==> src/rtl/dtw_pkg.sv <==
// dtw_pkg: shared FSM state type and 4-input popcount helper for double_trouble_window.
package dtw_pkg;

    typedef enum logic [1:0] {IDLE, ACCUM, HOLD} state_t;

    function automatic logic [2:0] popcnt4(input logic [3:0] v);
        return {2'b0, v[0]} + {2'b0, v[1]} + {2'b0, v[2]} + {2'b0, v[3]};
    endfunction

endpackage

==> src/rtl/dt_hit.sv <==
// dt_hit: combinational 2-of-4 vote detector.
module dt_hit
    import dtw_pkg::*;
(
    input  logic [3:0] votes,
    output logic       hit
);

    assign hit = popcnt4(votes) >= 3'd2;

endmodule

==> src/rtl/double_trouble_window.sv <==
// double_trouble_window: counts 2-of-4 vote hits over a window of samples and presents a threshold flag.
// Define DTW_COUNT_EN to expose the window hit count on out_count.
module double_trouble_window
    import dtw_pkg::*;
#(
    parameter  int WINDOW = 8,
    parameter  int THRESH = 4,
    localparam int CNT_W  = $clog2(WINDOW + 1)
) (
    input  logic             clk,
    input  logic             rst_n,
    input  logic             in_valid,
    output logic             in_ready,
    input  logic             in_a,
    input  logic             in_b,
    input  logic             in_c,
    input  logic             in_d,
    input  logic             flush,
    output logic             out_valid,
    input  logic             out_ready,
    output logic             out_flag
`ifdef DTW_COUNT_EN
    ,
    output logic [CNT_W-1:0] out_count
`endif
);

    state_t           state, state_nxt;
    logic [CNT_W-1:0] hit_cnt, sample_cnt, hit_nxt, sample_nxt;
    logic             hit, accept, full, done;

    dt_hit u_hit (
        .votes({in_a, in_b, in_c, in_d}),
        .hit  (hit)
    );

    assign in_ready  = state != HOLD;
    assign out_valid = state == HOLD;
    assign out_flag  = out_valid && hit_cnt >= CNT_W'(THRESH);
`ifdef DTW_COUNT_EN
    assign out_count = out_valid ? hit_cnt : '0;
`endif

    // IDLE counters are already zero, so loading the first sample is just an add.
    always_comb begin
        accept     = in_valid && in_ready;
        done       = out_valid && out_ready;
        full       = accept && (sample_cnt + CNT_W'(1)) == CNT_W'(WINDOW);
        sample_nxt = done ? '0 : sample_cnt + CNT_W'(accept);
        hit_nxt    = done ? '0 : hit_cnt + CNT_W'(accept && hit);
        state_nxt  = (state == HOLD) ? (out_ready ? IDLE : HOLD)
                   : (full || (flush && (state == ACCUM || accept))) ? HOLD
                   : accept ? ACCUM : state;
    end

    always_ff @(posedge clk) begin
        if (!rst_n) begin
            state      <= IDLE;
            hit_cnt    <= '0;
            sample_cnt <= '0;
        end else begin
            state      <= state_nxt;
            hit_cnt    <= hit_nxt;
            sample_cnt <= sample_nxt;
        end
    end

endmodule
==> config.mk <==
export PLATFORM = sky130hd
export DESIGN_NAME = double_trouble_window
export DESIGN_NICKNAME = d
export VERILOG_FILES = /design/src/rtl/dtw_pkg.sv /design/src/rtl/dt_hit.sv /design/src/rtl/double_trouble_window.sv
export SDC_FILE = /design/constraint.sdc
export NUM_CORES = 1
export LEC_CHECK = 0
export CAP_MARGIN = 20
export CORE_AREA = 2 2 39 41
export CTS_BUF_LIST = sky130_fd_sc_hd__clkbuf_16
export DETAILED_ROUTE_END_ITERATION = 12
export DIE_AREA = 0 0 41 43
export PLACE_DENSITY_LB_ADDON = 0.1
export RECOVER_POWER = 100
export SLEW_MARGIN = 25
export SYNTH_ARGS = -nofsm -noshare
export SYNTH_HDL_FRONTEND = slang
export SYNTH_SLANG_ARGS = --single-unit
==> constraint.sdc <==
create_clock -name clk -period 5 [get_ports clk]
set_input_delay 1 -clock clk [delete_from_list [all_inputs] [get_ports clk]]
set_output_delay 1 -clock clk [all_outputs]
set_load 0.05 [all_outputs]
# [Yosys cells after proc, flatten, opt, wreduce, memory -nomap -nowiden]
# Cells that the tools add are included.
[classes] n_addsub=6 magnitude_cmp=2 n_eq_ne=4 mux=4 bitwise=1 n_reduce_logical=10
[ops] cell="adder 4 x 1 -> 4 bit" count=2
[ops] cell="two-way mux 2 bit" count=4
[ops] cell="adder 3 x 1 -> 3 bit" count=2
[ops] cell="logical AND 1 bit" count=6
[ops] cell="adder 4 x 1 -> 4 bit, second input constant" count=1
[ops] cell="== test 4 bit, second input constant" count=1
[ops] cell=">= comparator 4 x 3 -> 1 bit, second input constant" count=1
[ops] cell=">= comparator 3 x 2 -> 1 bit, second input constant" count=1
[ops] cell="nonzero test 3 bit" count=1
[ops] cell="adder 1 x 1 -> 2 bit" count=1
[ops] cell="== test 2 x 1 -> 1 bit, second input constant" count=1
[ops] cell="== test 2 bit, second input constant" count=1
[ops] cell="logical OR 1 bit" count=2
[ops] cell="inequality test 2 bit, second input constant" count=1
[ops] cell="OR reduction 2 bit" count=1
[ops] cell="inverter 1 bit" count=1
[totals] reg_bits=10 inputBits=9 out_inout_bits=3 elab_cells=30

# [Longest topological paths before layout]
# Gate-level depths: netlist (run 1).
[depth] word_depth=7 mapped_depth=8 depth_no_buf=8

# [Cells and area by module]
# A second synthesis (run 1) with hierarchy kept.
[unflattened] cells_unflattened=55 area_unflattened_um2=513.0
[modules_own_cells] module="double_trouble_window" instances=1 cells_per_inst=49 area_per_inst_um2=469.2 seq_area_each_um2=200.2
[modules_own_cells] module="dt_hit" instances=1 cells_per_inst=6 area_per_inst_um2=43.8 seq_area_each_um2=0.0

# [Worst setup path after synthesis (run 1)]
# No wires, ideal clock.
[synth_path] path_kind="input -> register" start="in in_c" end="reg hit_cnt[1]" setup_time_ns=0.115 t_arrival_ns=2.354 required_ns=4.885 path_slack_ns=2.531 path_stages=7 path_buffers=0 cell_sequence="ha_1 ha_1 a211oi_1 nor2b_1 ha_1 ha_1 and2_1"
[synth_via] elab_chain_cells=6
[synth_rtl] item="start, declared" line="double_trouble_window.sv:16" text="input logic in_c,"
[synth_rtl] item="adder 1 x 1 -> 2 bit" line="dtw_pkg.sv:7" text="return {2'b0, v[0]} + {2'b0, v[1]} + {2'b0, v[2]} + {2'b0, v[3]};"
[synth_rtl] item="adder 3 x 1 -> 3 bit (2 in series)" line="dtw_pkg.sv:7"
[synth_rtl] item=">= comparator 3 x 2 -> 1 bit" line="dt_hit.sv:9" text="assign hit = popcnt4(votes) >= 3'd2;"
[synth_rtl] item="logical AND 1 bit" line="double_trouble_window.sv:50" text="hit_nxt = done ? '0 : hit_cnt + CNT_W'(accept && hit);"
[synth_rtl] item="adder 4 x 1 -> 4 bit" line="double_trouble_window.sv:50"
[synth_rtl] item="end signal, assigned" line="double_trouble_window.sv:63" text="hit_cnt <= hit_nxt;"
[synth_rtl] item="end, declared" line="double_trouble_window.sv:29" text="logic [CNT_W-1:0] hit_cnt, sample_cnt, hit_nxt, sample_nxt;"
# Every way passes these cells.
# A chain may end at the register's enable or synchronous reset.

# [Worst setup path in the final report (run 1)]
# Ends and elaborated chain as after synthesis.

==> results of run 1 <==
## metal layers
metal,global-route usage,part of all wire,up-vias
met1,0.132,0.40,178
met4,0.120,0.035,0
li1,-,-,203
met2,0.197,0.49,8
met5,0,0,-
met3,0.0628,0.065,3
## power by group
part | total (mW) | switching, mW | internal (mW)
Combinational | 0.0351 | 0.0184 | 0.0168
Clock | 0.142 | 0.0368 | 0.105
Sequential | 0.0882 | 0.00313 | 0.0851
Total | 0.265 | 0.0583 | 0.207
## flip-flops by register name (all words and copies together) (netlist names)
signal      flops
hit_cnt         4
state           2
sample_cnt      4
## stage by stage
| step | cell area, sq um | power, mW | hold WS [ns] | util |
|---|---|---|---|---|
| final | 702 | 0.265 | 0.503 | 0.507 |
| after global routing | 702 | 0.279 | 0.520 | 0.507 |
| after CTS | 709 | 0.273 | 0.505 | 0.513 |
| after detailed placement | 631 | 0.127 | 0.497 | 0.456 |
| after global placement | 631 | 0.127 | 0.494 | 0.456 |
| after floorplan | 500 | 0.112 | 0.461 | - |
## cells in the final DEF, fill, tap and decap left out, types with 2 or more instances in the layout
cell type / netlist / final
nor2_1: 7 / 7
dlygate4sd3_1: 0 / 5
clkdlybuf4s50_1: 0 / 6
o21ai_0: 2 / 2
ha_1: 6 / 6
xnor2_1: 2 / 2
nor2b_1: 2 / 2
nand3_1: 2 / 2
and2_1: 4 / 3
clkbuf_16: 0 / 3
dfxtp_1: 10 / 10
xor2_1: 2 / 2
inv_1: 2 / 2
nand2_1: 2 / 2
a21oi_1: 2 / 2
## cell families after synthesis
kind of cell	after synthesis	synth area share
flops	10	0.400
simple gates	21	0.230
fa+ha+maj	6	0.150
buf+inv	3	0.0225
xor+xnor	4	0.0700
compound gates	8	0.128
## how the worst min path moves through the flow
stage / start / slack, ns / cells past startpoint / end
CTS: state[0] / 0.50 / 2 / state[0]
finish: state[0] / 0.50 / 2 / state[0]
floorplan: state[0] / 0.46 / 2 / state[0]
global route: state[0] / 0.52 / 2 / state[0]
detailed placement: state[0] / 0.50 / 2 / state[0]
global placement: state[0] / 0.49 / 2 / state[0]
## worst max-delay path: stages
cell and delay [ns]:
dlygate4sd3_1 0.54, ha_1 0.30, ha_1 0.27, a211oi_1 0.21, nor2b_1 0.07, ha_1 0.20
ha_1 0.26, and2_1 0.13
## final cells by class
| class | instances | area [sq um] | share of cell area |
|---|---|---|---|
| Multi-Input combinational cell | 39 | 282 | 0.401 |
| Sequential cell | 10 | 200 | 0.285 |
| Timing Repair Buffer | 11 | 110 | 0.157 |
| Clock buffer | 3 | 75.1 | 0.107 |
| Tap cell | 16 | 20.0 | 0.0285 |
| Inverter | 3 | 11.3 | 0.0160 |
| Clock inverter | 1 | 3.75 | 0.00535 |
==> flow_summary.json, run 1 <==
{
  "htreeDepth": 1,
  "die_w_microns": 41,
  "dieHeight_microns": 43,
  "n_fill_cell": 141,
  "ios": 12,
  "numPortBuffers": 11,
  "drt_iter0_markers": 1,
  "timing.rr.start": "state[0]",
  "synth_area_sq_um": 500,
  "syn-num-nets": 67,
  "drcViolationCount": 0,
  "drv_slew": 0,
  "worst_setup_path_end_kind": "flop",
  "syn_area_per_cell_sq_um": 9.62,
  "synth_top_area_cell": "dfxtp_1",
  "path_max_fanout": 2,
  "vias_per_cell": 4.72,
  "r2r_end": "hit_cnt[1]",
  "p_leak_nw": 0.300,
  "antenna_found_initial": 0,
  "rows": 14,
  "post_cts_buffers": 0,
  "slew_headroom": 0.666,
  "setup_tns_ns": 0,
  "routed-via-count": 392,
  "wl_microns": 847,
  "critical_path_class": "input port to flop",
  "tightest_slew_ns": 0.499,
  "crit_path_start_kind": "input port",
  "maxCapViolations": 0,
  "status": "completed",
  "postCtsHoldBufs": 0,
  "cts-root-buf": "clkbuf_16",
  "dp_cells": 79,
  "cts_buffers": 3,
  "first_pass_iters": 2,
  "synth_top_area_frac": 0.400,
  "cp.arrival_ns": 2.98,
  "insertion_delay_ns": 0.24,
  "cts.path.max_buffers": 2,
  "drive_above_1_share": 0.119,
  "gp_congestion": 0.588,
  "ys_top_cells_by_count": "dfxtp_1, nor2_1, ha_1",
  "finClkSkew_ns": 0.00290,
  "n_antenna_cell": 0,
  "fmax_ghz": 0.351,
  "grt_pass1_vias": 406,
  "crit_end": "hit_cnt[1]",
  "yosysSeqAreaShare": 0.400,
  "ys_types": 21,
  "synth_warnings": 0,
  "grt_setup_unrepaired": "false",
  "vdd_drop_max_mv": 0.217,
  "ys_top_cells_by_area": "dfxtp_1, ha_1, nor2_1",
  "cts_sinks": 10,
  "powerDensity_mw_per_mm2": 377,
  "synthCells": 52,
  "overflow": 0,
  "initial_utilization": 0.362,
  "gr-usage-all-layers": 0.135,
  "place_ws_ns": 2.01,
  "setup_viol": 0,
  "reg2reg_depth": 6,
  "async_reset_ff_frac": 0,
  "timing.final.ws_setup_ns": 2.15,
  "reg2reg_slack_ns": 3.49,
  "synth_ff_type": "dfxtp_1",
  "startpoint": "in_c",
  "core_sq_mm": 0.00138,
  "final_cells": 83,
  "min_period_ns": 2.85,
  "grt_max_degree": 7,
  "cts-resized-gates": 0,
  "cts.clk_slew.worst_paths_ns": 0.04,
  "yosysMostFrequentCell": "dfxtp_1",
  "routedWlPerCell_microns": 10.2,
  "synth_edf_count": 0,
  "dp_hpwl_microns": 676,
  "grt_pass1_wl_microns": 1480,
  "ys_ff_latch": 10,
  "die_area_sq_mm": 0.00176,
  "syn2layout_area_growth_pct": 40.2,
  "required_ns": 5.13,
  "antenna_left": 0,
  "hold_viol": 0,
  "cts_tree": "built",
  "nets": 83,
  "period_share": 0.569,
  "hp-class": "flop to flop"
}
No activity file was read; power rests on OpenSTA's default activity.
==> run 2: changes to the inputs <==
Clock period 5 ns to 2.7 ns, I/O delays scaled along.
==> flow_summary.json, run 2 (synthesis results as in run 1) <==
{
  "status": "completed",
  "antenna_found_initial": 0,
  "p_clk_frac": 0.534,
  "worst_setup_path_end_kind": "flop",
  "drive_above_1_share": 0.119,
  "gr-usage-all-layers": 0.132,
  "critPathSlowestCell": "dlygate4sd3_1",
  "critical_path_buf_inv_count": 1,
  "initial_utilization": 0.362,
  "insertion_delay_ns": 0.24,
  "dieHeight_microns": 43,
  "cp.arrival_ns": 2.51,
  "setup_tns_ns": 0,
  "n_antenna_cell": 0,
  "min_period_ns": 2.38,
  "wl_microns": 836,
  "p_seq_frac": 0.334,
  "power.total_mw": 0.490,
  "vias_per_cell": 4.59,
  "cts_tree": "built",
  "ios": 12,
  "top_regs": "hit_cnt (4), sample_cnt (4), state (2)",
  "htreeDepth": 1,
  "routedWlPerCell_microns": 10.1,
  "combPwrFrac": 0.132,
  "hold_viol": 0,
  "postCtsHoldBufs": 0,
  "layout_commonest_cell": "dfxtp_1",
  "first_pass_iters": 1,
  "cts.clk_slew.worst_paths_ns": 0.04,
  "grt_pass1_vias": 370,
  "path_max_fanout": 2,
  "power.internal_mw": 0.382,
  "post_cts_buffers": 0,
  "reg2reg_slack_ns": 1.18,
  "grt_pass1_wl_microns": 1470,
  "crit_path_start_kind": "input port",
  "final_cell_mix": "dfxtp_1, nor2_1, ha_1, clkdlybuf4s50_1, dlygate4sd3_1",
  "numPortBuffers": 11,
  "powerDensity_mw_per_mm2": 698,
  "nets": 83,
  "slowest_delay_ns": 0.54,
  "cts.path.max_buffers": 2,
  "antenna_left": 0,
  "overflow": 0,
  "drt_iter0_markers": 0,
  "period_share": 0.881,
  "grt_max_degree": 7,
  "tightest_slew_ns": 0.501,
  "power_switching_mw": 0.108,
  "routed-via-count": 381,
  "finClkSkew_ns": 0.00173,
  "die_w_microns": 41,
  "p_leak_nw": 0.299,
  "cts-root-buf": "clkbuf_16",
  "path_cells": "dlygate4sd3_1 -> ha_1 -> ha_1 -> a211oi_1 -> nor2b_1 -> ha_1 -> ha_1 -> and2_0",
  "drv_slew": 0,
  "cts-resized-gates": 0,
  "crit_top_cell": "ha_1",
  "rows": 14,
  "syn2layout_area_growth_pct": 40.2,
  "critical_path_class": "input port to flop",
  "die_area_sq_mm": 0.00176,
  "maxCapViolations": 0,
  "slew_headroom": 0.665,
  "cts_sinks": 10,
  "crit_family": "adder cells",
  "cts_buffers": 3,
  "core_sq_mm": 0.00138,
  "gp_congestion": 0.586,
  "fmax_ghz": 0.420,
  "setup_viol": 0,
  "drcViolationCount": 0,
  "switching_share": 0.220,
  "grt_setup_unrepaired": "false",
  "dp_hpwl_microns": 656,
  "required_ns": 2.83,
  "hp-class": "flop to flop",
  "vdd_drop_max_mv": 0.449
}
## run 2: layout make-up
type                       instances  area [sq um]
timing repair buffer              11           110
clock buffer                       3          75.1
tap                               16          20.0
clock inverter                     1          3.75
inverter                           3          11.3
multi-input combinational         39           282
sequential                        10           200
fill                             137           682
## run 2: worst paths after layout
path | to | depth (start not counted) | from
hold reg to reg | state[0] | 2 | state[0]
hold / removal | state[0] | 2 | state[0]
setup reg to reg | hit_cnt[1] | 6 | state[0]
setup / recovery | hit_cnt[1] | 8 | in_c
## run 2: metal layers
layer / global-route usage / vias to the layer above / wire length [microns] / part of all wire
li1: - / 204 / - / -
met5: 0 / - / 0 / 0
met2: 0.184 / 7 / 400 / 0.48
met3: 0.0628 / 4 / 44 / 0.053
met4: 0.100 / 0 / 27 / 0.032
met1: 0.147 / 166 / 363 / 0.43
## run 2: stage by stage
step / cell area [sq um] / utilization / hold WS, ns / worst slack (ns) / instances
after detailed placement: 631 / 0.456 / 0.498 / 0.186 / 79
final: 702 / 0.507 / 0.498 / 0.321 / 83
after global routing: 702 / 0.507 / 0.517 / 0.213 / 83
after CTS: 709 / 0.513 / 0.501 / 0.441 / 83
after global placement: 631 / 0.456 / 0.495 / 0.186 / 79
after floorplan: 500 / - / 0.461 / 0.691 / 52
## run 2: tightest hold or removal path, stage by stage, from the launching register on
cell     delay, ns
dfxtp_1       0.32
o21ai_0       0.07
a21oi_1       0.06
## run 2: power by group through the flow
stage	registers, mW	clock network, mW	logic [mW]
2_1_floorplan	0.165	0	0.0429
3_3_place_gp	0.166	0	0.0686
3_5_place_dp	0.166	0	0.0689
4_1_cts	0.164	0.269	0.0694
5_1_grt	0.164	0.274	0.0724
6_report	0.163	0.262	0.0646
